<file path="config.mk">
export PLATFORM = sky130hd
export DESIGN_NAME = tetron_cell_locator
export DESIGN_NICKNAME = d
export VERILOG_FILES = /design/src/rtl/tetris_pkg.sv /design/src/rtl/tetron_cell_locator.sv
export SDC_FILE = /design/constraint.sdc
export NUM_CORES = 1
export LEC_CHECK = 0
export CORE_UTILIZATION = 44
export DETAILED_ROUTE_END_ITERATION = 16
export PLACE_DENSITY = 0.8
export SLEW_MARGIN = 20
export SYNTH_ARGS = -nofsm -noshare
export SYNTH_HDL_FRONTEND = slang
export SYNTH_SLANG_ARGS = --single-unit
export TNS_END_PERCENT = 100
</file>
<file path="constraint.sdc">
create_clock -name vclk -period 4.7
set_input_delay 0.94 -clock vclk [all_inputs]
set_output_delay 0.94 -clock vclk [all_outputs]
set_load 0.01 [all_outputs]
</file>
<file path="src/rtl/tetris_pkg.sv">
// Shared board geometry defaults, FSM state and cell classification types
// for the tetron collision checker.
package tetris_pkg;

  localparam int BOARD_W_DEF = 10;
  localparam int BOARD_H_DEF = 20;
  localparam int OFS_W_DEF   = 5;
  localparam int COORD_W     = 7;
  localparam int ADDR_W      = 8;
  localparam int NUM_BLK     = 4;

  typedef enum logic [1:0] {
    IDLE  = 2'd0,
    CHECK = 2'd1,
    WAIT  = 2'd2,
    DONE  = 2'd3
  } state_t;

  typedef enum logic [1:0] {
    IN    = 2'd0,
    ABOVE = 2'd1,
    OUT   = 2'd2
  } cell_cls_t;

endpackage

</file>
<file path="src/rtl/tetron_cell_locator.sv">
// Combinational: absolute coordinates of one block, its bounds class and
// its linear board index. Offsets narrower than COORD_W are sign-extended.
module tetron_cell_locator
  import tetris_pkg::*;
#(
  parameter int BOARD_W = BOARD_W_DEF,
  parameter int BOARD_H = BOARD_H_DEF,
  parameter int OFS_W   = OFS_W_DEF
) (
  input  logic [4:0]        row,
  input  logic [3:0]        col,
  input  logic [OFS_W-1:0]  voffset,
  input  logic [OFS_W-1:0]  hoffset,
  output cell_cls_t         cls,
  output logic [ADDR_W-1:0] idx
);

  localparam logic signed [COORD_W-1:0] W_S = COORD_W'(BOARD_W);
  localparam logic signed [COORD_W-1:0] H_S = COORD_W'(BOARD_H);

  logic signed [COORD_W-1:0] abs_row;
  logic signed [COORD_W-1:0] abs_col;
  logic [15:0]               lin;

  // 7-bit signed sums cannot overflow: row<=31, col<=15, offsets within +/-32.
  always_comb begin
    abs_row = $signed({2'b00, row}) +
              $signed({{(COORD_W-OFS_W){voffset[OFS_W-1]}}, voffset});
    abs_col = $signed({3'b000, col}) +
              $signed({{(COORD_W-OFS_W){hoffset[OFS_W-1]}}, hoffset});
  end

  always_comb begin
    lin = 16'(abs_row[COORD_W-1:0]) * 16'(BOARD_W) + 16'(abs_col[COORD_W-1:0]);
    idx = lin[ADDR_W-1:0];
  end

  // Side walls and floor win over "above": a block off the side is a hit
  // even if it is also above the board.
  always_comb begin
    if (abs_col[COORD_W-1] || (abs_col >= W_S) || (abs_row >= H_S)) begin
      cls = OUT;
    end else if (abs_row[COORD_W-1]) begin
      cls = ABOVE;
    end else begin
      cls = IN;
    end
  end

endmodule

</file>
==> out/metrics.csv, run 1 <==
stage,metric,value,unit
run_status,outcome,aborted with a tool error,
run_status,failed_stage,global routing (5_1_grt),
run_status,toolErrorMsg,[ERROR GRT-0232] Routing congestion too high. Check the congestion heatmap in the GUI.,
yosys,synth_warnings,0,
timing,worst_endpoint_kind,top-level output,
place,hpwl,2.063,mm
floorplan,floorplan.die.width,46.68,microns
grt,grt_usage,71.21,%
yosys,synthDominantAreaCellType,sky130_fd_sc_hd__ha_1,
floorplan,pin_count,29,
yosys,synth.yosys.seq_area_share,0,%
yosys,fraction_of_the_mapped_netlist_area_in_compound_gates,23.08,%
floorplan,initial_utilization,48.75,%
yosys,synth-xor-area-share,16.38,%
yosys,synth_largest_type_area_fraction,32.76,%
floorplan,dieHeight,46.68,microns
place,placed_cells_incl_taps,181,
yosys,avgSynthCellArea,8.365,sq um
floorplan,rows,15,
place,portBuffers,29,
yosys,synth_top_cells_by_count,"23 x sky130_fd_sc_hd__ha_1, 15 x sky130_fd_sc_hd__inv_1, 8 x sky130_fd_sc_hd__a21oi_1",
yosys,synth.distinct_cells,29,
yosys,synth.top_cells.by_area,"sky130_fd_sc_hd__ha_1 33%, sky130_fd_sc_hd__fa_1 9.1%, sky130_fd_sc_hd__xor2_1 7.0%",
timing,globalroute.repair_timing.worst_endpoint,idx[7],
yosys,synth_area,878.3,sq um
place,routabilityCongestion,0.7789,
grt,grt_start_max_net_pins,6,
grt,overflow,24,
yosys,post-synth-top-count-cell,sky130_fd_sc_hd__ha_1,
yosys,largest_family_of_logic_cells_by_synthesized_area,adder cells,
yosys,synth-simple-area-share,10.97,%
yosys,synth.net_count,151,
yosys,synthMuxAreaShare,0,%
yosys,post_synthesis_cell_count,105,
yosys,yosys.area_share.adder,41.88,%
==> layer usage <==
metal	GRT overflow	global-route usage (%)
met1	0	67.13
met2	18	92.50
met3	0	52.16
met4	6	79.43
met5	0	0
==> kinds of logic after synthesis <==
family,after synthesis
AO/OA/AOI/OAI,29
XOR/XNOR,14
adder cells (fa/ha/maj),27
buffers and inverters,16
AND/OR/NAND/NOR,19
==> stage by stage <==
stage	hold WS, ps	instance area [sq um]	setup slack [ps]	util [%]	setup TNS [ps]
floorplan	2020	878.3	85.70	-	0
global placement	2976	1361	-735.3	75.56	-2113
detailed placement	2987	1361	-826.6	75.56	-2453
CTS	2835	1587	6.085	88.06	0
==> repair_timing <==
item,in CTS
hold endpoints to repair,0
hold buffers,0
pin swaps,22
resized for setup,71
setup endpoints to repair,4
setup buffers,6
==> run 2: changes to the inputs <==
--- a/config.mk
+++ b/config.mk
@@ -5,9 +5,10 @@
 export SDC_FILE = /design/constraint.sdc
 export NUM_CORES = 1
 export LEC_CHECK = 0
-export CORE_UTILIZATION = 44
+export CORE_AREA = 2 2 63 65
 export DETAILED_ROUTE_END_ITERATION = 16
-export PLACE_DENSITY = 0.8
+export DIE_AREA = 0 0 65 67
+export PLACE_DENSITY_LB_ADDON = 0.15
 export SLEW_MARGIN = 20
 export SYNTH_ARGS = -nofsm -noshare
 export SYNTH_HDL_FRONTEND = slang
==> constraint.sdc (replaced) <==
create_clock -name vclk -period 6.1
set_input_delay 1.22 -clock vclk [all_inputs]
set_output_delay 1.22 -clock vclk [all_outputs]
set_load 0.01 [all_outputs]
==> run 2 against run 1 <==
The run now ends clean; synthesized area is the same; synthesized cell count unchanged.
==> out/metrics.csv, run 2 <==
stage,metric,value,unit,change
timing,timing.final.crit_period,5916,ps,
layout,final_core_util,37.20,%,
layout,sequential_cell_area,0,sq um,
pwr,power_share_of_the_combinational_group,100.0,%,
pwr,internal-power,225.8,uW,
hold_path,source_of_the_worst_hold_timing_path,hoffset[0],,
yosys,synthDominantAreaCellType,sky130_fd_sc_hd__ha_1,,
timing,achievable-frequency,169.0,MHz,
detailed_routing,vias,831,,
layout,clockBufferCount,0,,
layout,highest_count_cells_in_the_layout_ignoring_fill_and_taps,"26 x sky130_fd_sc_hd__clkdlybuf4s50_1, 20 x sky130_fd_sc_hd__ha_1, 15 x sky130_fd_sc_hd__inv_1",,
detailed_routing,pre_antenna_drt_iters,4,,
grt,antenna_found_initial,0,,
grt,first_global_vias,816,,
hold_path,worstHoldEndpoint,idx[0],,
grt,grt_usage,8.838,%,
timing,maxSlewViolCount,0,,
detailed_routing,postRouteAntennaNets,0,,
pwr,power,383.9,uW,
detailed_routing,avgViaCountPerCell,4.328,,
floorplan,dieArea,0.004355,sq mm,
grt,grt_start_max_net_pins,6,,
setup_path,crit_type,in -> out,,
pwr,vdd_ir_drop_max,87.64,uV,
layout,number_of_nets_in_the_layout,192,,
detailed_routing,wl_final,1.776,mm,
setup_path,setup.worst_path.start_class,input port,,
setup_path,critical_path_arrival,4700,ps,
yosys,synth.top_cells.by_area,"sky130_fd_sc_hd__ha_1 33%, sky130_fd_sc_hd__fa_1 9.1%, sky130_fd_sc_hd__xor2_1 7.0%",,
yosys,synth.distinct_cells,29,,unchanged
pwr,part_of_the_total_power_dissipated_in_sequential_elements,0,%,
yosys,post_synthesis_cell_count,105,,unchanged
yosys,synth_area,878.3,sq um,unchanged
yosys,avgSynthCellArea,8.365,sq um,unchanged
pwr,swShare,41.19,%,
floorplan,dieHeight,67,microns,+44%
grt,grt_first_pass_wirelength,3.201,mm,
pwr,netSwitchingPower,158.1,uW,
setup_path,crit_path_max_fanout,3,,
job,maxCapViolations,0,,
layout,ratio_of_cells_with_drive_above_1_in_the_final_layout,14.58,%,
floorplan,pin_count,29,,unchanged
timing,worst_pin_slew,552.9,ps,
floorplan,rows,22,,+7
layout,num_antenna_cells,0,,
pwr,power.clock.fraction,0,%,
yosys,synth_warnings,0,,unchanged
place,routabilityCongestion,0.7051,,-9.5%
detailed_routing,avgRoutedWirePerCell,9.250,microns,
layout,final_common_cell,sky130_fd_sc_hd__clkdlybuf4s50_1,,
yosys,synth_top_cells_by_count,"23 x sky130_fd_sc_hd__ha_1, 15 x sky130_fd_sc_hd__inv_1, 8 x sky130_fd_sc_hd__a21oi_1",,
run_status,outcome,completed,,
floorplan,core_area,0.003606,sq mm,
timing,hold_viol_final,0,,
layout,area_growth_syn_to_layout,52.71,%,
setup_path,cp-end-kind,primary output,,
hold_path,worstHoldPathCells,3,,
detailed_routing,drt-initial-drc-count,7,,
detailed_routing,drcViolationCount,0,,
hold_path,hp-class,in -> out,,
timing,setup_viol,0,,
clocking,ctsHoldBuffers,0,,unchanged
yosys,post-synth-top-count-cell,sky130_fd_sc_hd__ha_1,,
yosys,synth_largest_type_area_fraction,32.76,%,unchanged
yosys,synth.yosys.seq_area_share,0,%,unchanged
timing,timing.final.crit_share,96.99,%,
timing,holdWs,3534,ps,
floorplan,initial_utilization,24.36,%,-24 points
place,portBuffers,29,,unchanged
place,hpwl,1.696,mm,-18%
grt,overflow,0,,
timing,timing.setup.tns,0,ps,
pwr,p_per_area,286.2,mW/mm^2,
yosys,synth.net_count,151,,unchanged
pwr,static-leakage-power,0.0006379,uW,
timing,worst_slew_margin_rel,63.06,%,
floorplan,floorplan.die.width,65,microns,+39%
setup_path,critical_path_required,4880,ps,
layout,numSequentialCells,0,,
run 2: critical path, cell delays in order:
cell and delay (ps):
sky130_fd_sc_hd__clkdlybuf4s50_1 420, sky130_fd_sc_hd__ha_2 210, sky130_fd_sc_hd__fa_2 380, sky130_fd_sc_hd__nand3_1 90, sky130_fd_sc_hd__nand2_2 80, sky130_fd_sc_hd__xor2_2 140, sky130_fd_sc_hd__inv_1 60, sky130_fd_sc_hd__ha_1 330
sky130_fd_sc_hd__fa_1 590, sky130_fd_sc_hd__ha_4 210, sky130_fd_sc_hd__buf_4 130, sky130_fd_sc_hd__a21oi_1 150, sky130_fd_sc_hd__xnor2_1 130, sky130_fd_sc_hd__clkdlybuf4s50_1 550
run 2: power groups by stage:
stage          clock network, uW  registers [uW]  logic (uW)
3_3_place_gp                   0               0         380
4_1_cts                        0               0         376
6_report                       0               0         384
2_1_floorplan                  0               0         219
5_1_grt                        0               0         429
3_5_place_dp                   0               0         383
run 2: worst max-delay path by stage:
stage          startpoint     end  slack [ps]  cells past startpoint
6_report       voffset[0]  idx[6]         180                     14
5_1_grt        voffset[0]  idx[7]         -10                     15
4_1_cts            row[1]  idx[7]          70                     14
2_1_floorplan      row[0]  idx[7]         770                     13
3_5_place_dp       row[0]  idx[7]        -190                     15
3_3_place_gp       row[1]  idx[7]        -150                     14
run 2: cell type report:
class / instances / area [sq um]
fillers: 398 / 2265
well taps: 48 / 60.06
multi-input cells: 89 / 848.3
inverters: 15 / 56.30
repair buffers: 40 / 376.6
run 2: routing by layer:
layer | vias up | track usage, % | share of wire (%)
met4 | 0 | 0 | 0
met1 | 370 | 11.41 | 47
met5 | - | 0 | 0
met3 | 0 | 0.1689 | 2.9
li1 | 449 | - | -
met2 | 12 | 17.27 | 51
run 2: repair_timing:
item / 4_1_cts / 5_1_grt
endpoints found under the setup margin: 1 / 2
resized for setup: 3 / 7
hold endpoints to repair: 0 / 0
pin swaps: 0 / 6
setup buffers: 0 / 1
run 2: kinds of logic (layout without fill, tap and decap cells):
logic type / after synthesis / count (layout) / share of synthesized area, %
AO/OA/AOI/OAI: 29 / 29 / 23.08
adder cells (fa/ha/maj): 27 / 27 / 41.88
AND/OR/NAND/NOR: 19 / 19 / 10.97
buffers and inverters: 16 / 55 / 7.692
XOR/XNOR: 14 / 14 / 16.38
run 2: stage by stage:
| stage | std cells | cell area, sq um | worst slack, ps |
|---|---|---|---|
| 4_1_cts | 191 | 1297 | 65.51 |
| 5_1_grt | 192 | 1341 | -10.44 |
| 3_5_place_dp | 191 | 1292 | -189.4 |
| 6_report | 192 | 1341 | 183.9 |
| 3_3_place_gp | 191 | 1292 | -154.4 |
| 2_1_floorplan | 105 | 878.3 | 768.1 |
(Power assumes the default switching activity.)
==> run 3: changes to the inputs <==
--- a/config.mk
+++ b/config.mk
@@ -9,8 +9,6 @@
 export DETAILED_ROUTE_END_ITERATION = 16
 export DIE_AREA = 0 0 65 67
 export PLACE_DENSITY_LB_ADDON = 0.15
-export SLEW_MARGIN = 20
 export SYNTH_ARGS = -nofsm -noshare
 export SYNTH_HDL_FRONTEND = slang
 export SYNTH_SLANG_ARGS = --single-unit
-export TNS_END_PERCENT = 100
==> constraint.sdc (replaced) <==
create_clock -name vclk -period 6.1
set_input_delay 1.22 -clock vclk [all_inputs]
set_output_delay 1.22 -clock vclk [all_outputs]
set_load 0.1 [all_outputs]
==> run 3 against run 2 <==
Sequential cell count stayed put; final cell count is 4.7% lower; non-clock buffer count is 9 lower; highest routed layer unchanged; global-route usage is 0.53 points lower; utilization is 2.3 points lower; critical path depth is 1 higher; count of clock-buffer cells in the layout stayed put; setup slack better by 37 ps; sequential share of layout area stayed put; final area is 6.2% lower; routed wire length is 2.9% lower; first-iteration DRC count stayed put.
==> out/metrics.csv, run 3 (synthesis gave the netlist of run 2 again) <==
stage,metric,value,unit,change
setup_path,crit_path_max_fanout,3,,unchanged
timing,timing.final.crit_share,96.38,%,-0.60 points
detailed_routing,vias,802,,-3.5%
hold_path,hp-class,in -> out,,
floorplan,rows,22,,unchanged
floorplan,pin_count,29,,unchanged
layout,num_antenna_cells,0,,unchanged
setup_path,setup.worst_path.start_class,input port,,
layout,final_common_cell,sky130_fd_sc_hd__ha_1,,
grt,grt_first_pass_wirelength,3.022,mm,-5.6%
detailed_routing,postRouteAntennaNets,0,,unchanged
layout,filler_cell_count,384,,-3.5%
timing,timing.setup.tns,0,ps,unchanged
grt,grt_usage,8.307,%,-0.53 points
setup_path,crit_type,in -> out,,
detailed_routing,drcViolationCount,0,,unchanged
timing,worst_pin_slew,958.3,ps,+405.4 ps
timing,timing.final.crit_period,5879,ps,-36.87 ps
timing,worst_slew_margin_rel,35.92,%,-27 points
layout,sequential_cell_area,0,sq um,unchanged
place,hpwl,1.676,mm,-1.2%
layout,highest_count_cells_in_the_layout_ignoring_fill_and_taps,"23 x sky130_fd_sc_hd__ha_1, 20 x sky130_fd_sc_hd__clkdlybuf4s50_1, 15 x sky130_fd_sc_hd__inv_1",,
setup_path,worstSetupStartpoint,row[0],,
timing,hold_viol_final,0,,unchanged
place,post_dp_cell_area,0.001259,sq mm,-2.6%
timing,setup_repair_after_global_routing_missed_its_margin,false,,
timing,achievable-frequency,170.1,MHz,+0.63%
clocking,cts_resized,0,,-3
grt,met2_track_utilization_from_global_routing,17.14,%,-0.13 points
grt,overflow,0,,unchanged
hold_path,source_of_the_worst_hold_timing_path,voffset[0],,
setup_path,critical_path_required,4880,ps,about the same
layout,design_area,0.001259,sq mm,-6.2%
clocking,cts_setup_buffers,0,,unchanged
layout,number_of_nets_in_the_layout,183,,-4.7%
detailed_routing,avgRoutedWirePerCell,9.421,microns,+1.8%
grt,global_route.peak_usage_layer,met2,,
floorplan,initial_utilization,24.36,%,unchanged
floorplan,dieArea,0.004355,sq mm,unchanged
grt,grt_start_max_net_pins,7,,+1
layout,final_core_util,34.91,%,-2.3 points
grt,globalRouteMet1Util,10.01,%,-1.4 points
layout,clockBufferCount,0,,unchanged
place,portBuffers,29,,unchanged
floorplan,floorplan.die.width,65,microns,unchanged
detailed_routing,pre_antenna_drt_iters,4,,unchanged
grt,antenna_found_initial,0,,unchanged
floorplan,dieHeight,67,microns,unchanged
timing,holdWs,3484,ps,-49.32 ps
grt,first_global_vias,789,,-3.3%
layout,area_growth_syn_to_layout,43.31,%,
clocking,ctsHoldBuffers,0,,unchanged
detailed_routing,drt-initial-drc-count,7,,unchanged
job,maxCapViolations,0,,unchanged
grt,grt_util_met3,0.1689,%,unchanged
place,routabilityCongestion,0.7261,,+3.0%
layout,numSequentialCells,0,,unchanged
layout,ratio_of_cells_with_drive_above_1_in_the_final_layout,12.59,%,-2.0 points
run_status,outcome,completed,,
detailed_routing,avgViaCountPerCell,4.383,,+1.3%
floorplan,core_area,0.003606,sq mm,unchanged
setup_path,critical_path_arrival,4660,ps,-40 ps
setup_path,cp-end-kind,primary output,,
timing,maxSlewViolCount,0,,unchanged
timing,setup_viol,0,,unchanged
detailed_routing,wl_final,1.724,mm,-2.9%
run 3: cell types whose count changed in the layout (fill, tap and decap cells not counted), sizes merged:
cell / delta
clkdlybuf4s50: -6
dlygate4sd2: -1
dlymetal6s2s: -2
run 3: critical path, cell delays in order:
cell                              delay, ps
sky130_fd_sc_hd__clkdlybuf4s50_1        400
sky130_fd_sc_hd__ha_1                   240
sky130_fd_sc_hd__fa_1                   400
sky130_fd_sc_hd__nand3_1                100
sky130_fd_sc_hd__nand2_2                 80
sky130_fd_sc_hd__xor2_2                 190
sky130_fd_sc_hd__inv_1                   70
sky130_fd_sc_hd__ha_1                   340
sky130_fd_sc_hd__fa_1                   490
sky130_fd_sc_hd__ha_1                   310
sky130_fd_sc_hd__o21ai_0                120
sky130_fd_sc_hd__o21bai_1                90
sky130_fd_sc_hd__a21oi_1                170
sky130_fd_sc_hd__xnor3_1                280
sky130_fd_sc_hd__buf_12                 190
run 3: path summary, 6_finish.rpt:
path	cells after the start	to
worst min-delay path	4	idx[1]
worst max-delay path	15	idx[7]
run 3: per-stage QoR:
stage / std cells / worst slack [ps]
2_1_floorplan: 105 / 204.1
3_3_place_gp: 183 / 62.87
3_5_place_dp: 183 / 7.658
4_1_cts: 183 / 4.065
5_1_grt: 183 / 6.861
6_report: 183 / 220.7
run 3: metal layers:
layer | up-vias | part of all wire, %
li1 | 432 | -
met1 | 356 | 46
met2 | 14 | 51
met3 | 0 | 2.9
met4 | 0 | 0
met5 | - | 0
run 3: area by class of cell:
class,count,area (sq um),share of cell area [%]
Multi-Input combinational cell,89,822.0,65.31
Tap cell,48,60.06,4.771
Inverter,15,56.30,4.473
Timing Repair Buffer,31,320.3,25.45
Power of run 3 is not shown: default switching activity piles up to over one toggle a cycle in this logic, so the estimate is an artifact.
==> run 4: changes to the inputs <==
--- a/config.mk
+++ b/config.mk
@@ -5,10 +5,11 @@
 export SDC_FILE = /design/constraint.sdc
 export NUM_CORES = 1
 export LEC_CHECK = 0
-export CORE_AREA = 2 2 63 65
+export CAP_MARGIN = 20
+export CORE_UTILIZATION = 23
 export DETAILED_ROUTE_END_ITERATION = 16
-export DIE_AREA = 0 0 65 67
 export PLACE_DENSITY_LB_ADDON = 0.15
+export SETUP_SLACK_MARGIN = 0.15
 export SYNTH_ARGS = -nofsm -noshare
 export SYNTH_HDL_FRONTEND = slang
 export SYNTH_SLANG_ARGS = --single-unit
==> run 4 against run 3 <==
Non-clock buffer count increased by 2; count of clock-buffer cells in the layout unchanged; global-route usage increased by 0.90 points; critical endpoint unchanged; hold slack got worse by 15 ps.
==> out/metrics.csv, run 4 (synthesis gave the netlist of run 2 again) <==
stage,metric,value,unit,change
run_status,outcome,completed,,
floorplan,core_area,0.003661,sq mm,+1.5%
grt,grt_first_pass_wirelength,3.180,mm,+5.2%
layout,final_core_util,35.89,%,+0.98 points
timing,setup_viol,0,,unchanged
timing,hold_viol_final,0,,unchanged
setup_path,slowest_stage,sky130_fd_sc_hd__fa_1,,
setup_path,cp-end-kind,primary output,,
floorplan,rows,22,,unchanged
layout,num_antenna_cells,0,,unchanged
timing,timing.final.crit_period,5793,ps,-86.32 ps
hold_path,source_of_the_worst_hold_timing_path,voffset[0],,
timing,timing.final.crit_share,94.97,%,-1.4 points
place,portBuffers,29,,unchanged
floorplan,dieHeight,63.80,microns,-4.8%
detailed_routing,drcViolationCount,0,,unchanged
place,routabilityCongestion,0.7626,,+5.0%
detailed_routing,avgRoutedWirePerCell,9.632,microns,+2.2%
setup_path,cpPeakStageDelay,440,ps,-50 ps
grt,overflow,0,,unchanged
setup_path,critical_path_required,4880,ps,about the same
place,hpwl,1.638,mm,-2.2%
setup_path,critical_path.cell_chain,"clkdlybuf4s50_1, ha_2, fa_1, buf_4, xor2_2, ha_1, ha_1, fa_1, ha_1, o21ai_2, o21bai_1, a21oi_1, xnor3_1, buf_12",,
detailed_routing,pre_antenna_drt_iters,4,,unchanged
timing,worst_slew_margin_rel,35.60,%,-0.32 points
detailed_routing,postRouteAntennaNets,0,,unchanged
floorplan,initial_utilization,23.99,%,-0.37 points
hold_path,worstHoldPathCells,4,,unchanged
timing,maxSlewViolCount,0,,unchanged
hold_path,hp-class,in -> out,,
timing,setup_repair_after_global_routing_missed_its_margin,false,,
detailed_routing,drt-initial-drc-count,12,,+5
detailed_routing,avgViaCountPerCell,4.432,,+1.1%
setup_path,crit_path_max_fanout,3,,unchanged
setup_path,critical_path_arrival,4570,ps,-90 ps
grt,antenna_found_initial,0,,unchanged
layout,clockBufferCount,0,,unchanged
layout,area_growth_syn_to_layout,49.57,%,
timing,achievable-frequency,172.6,MHz,+1.5%
layout,number_of_nets_in_the_layout,185,,+1.1%
floorplan,dieArea,0.004070,sq mm,-6.5%
grt,grt_start_max_net_pins,7,,unchanged
setup_path,cpMostUsedCell,sky130_fd_sc_hd__ha_1,,
detailed_routing,wl_final,1.782,mm,+3.4%
grt,first_global_vias,765,,-3.0%
layout,highest_count_cells_in_the_layout_ignoring_fill_and_taps,"20 x sky130_fd_sc_hd__ha_1, 20 x sky130_fd_sc_hd__clkdlybuf4s50_1, 15 x sky130_fd_sc_hd__inv_1",,
setup_path,crit_type,in -> out,,
layout,numSequentialCells,0,,unchanged
layout,ratio_of_cells_with_drive_above_1_in_the_final_layout,18.98,%,+6.4 points
setup_path,setup.worst_path.start_class,input port,,
setup_path,worstSetupStartpoint,row[0],,
hold_path,worstHoldEndpoint,idx[1],,
layout,sequential_cell_area,0,sq um,unchanged
grt,grt_usage,9.211,%,+0.90 points
floorplan,floorplan.die.width,63.80,microns,-1.9%
job,maxCapViolations,0,,unchanged
timing,worst_pin_slew,963.0,ps,+4.766 ps
timing,timing.setup.tns,0,ps,unchanged
floorplan,pin_count,29,,unchanged
detailed_routing,vias,820,,+2.2%
[run 4: timing repair]
item                                    CTS  global route
hold buffers                              0             0
pin swaps                                 1             3
buffers inserted                          1             1
endpoints found under the setup margin    1             1
gates resized for setup                   0             8
[run 4: metal layers]
metal  global-route usage (%)  wire, microns  vias up
li1                         -              -      433
met1                    12.45            850      372
met2                    17.15            879       15
met3                   0.1786             52        0
met4                        0              0        0
met5                        0              0        -
[run 4: final cells by class]
cell class	instances	area, sq um
Multi-Input combinational cell	89	862.1
Tap cell	48	60.06
Inverter	15	56.30
Fill cell	381	2347
Timing Repair Buffer	33	335.3
[run 4: critical path: cells and delay by family]
kind	cells	cell delay, ps
XOR/XNOR	2	470
buffers and inverters	3	750
adder cells (fa/ha/maj)	6	1780
AO/OA/AOI/OAI	3	320
[run 4: worst max path at each step]
stage | endpoint | slack (ps) | depth (start not counted)
3_5_place_dp | idx[7] | 5 | 15
6_report | idx[7] | 310 | 14
4_1_cts | idx[7] | 150 | 14
3_3_place_gp | idx[7] | 80 | 14
2_1_floorplan | idx[7] | 200 | 13
5_1_grt | idx[7] | 150 | 14
[run 4: per-stage QoR]
step | instance area [sq um] | std cells | hold slack, ps | setup WS, ps
after floorplan | 889.6 | 105 | 2980 | 204.1
after global placement | 1259 | 183 | 3486 | 76.88
after detailed placement | 1259 | 183 | 3470 | 4.881
after CTS | 1266 | 184 | 3479 | 152.9
after global routing | 1314 | 185 | 3538 | 147.7
final | 1314 | 185 | 3469 | 307.1
Power of run 4 is left out for the same reason.
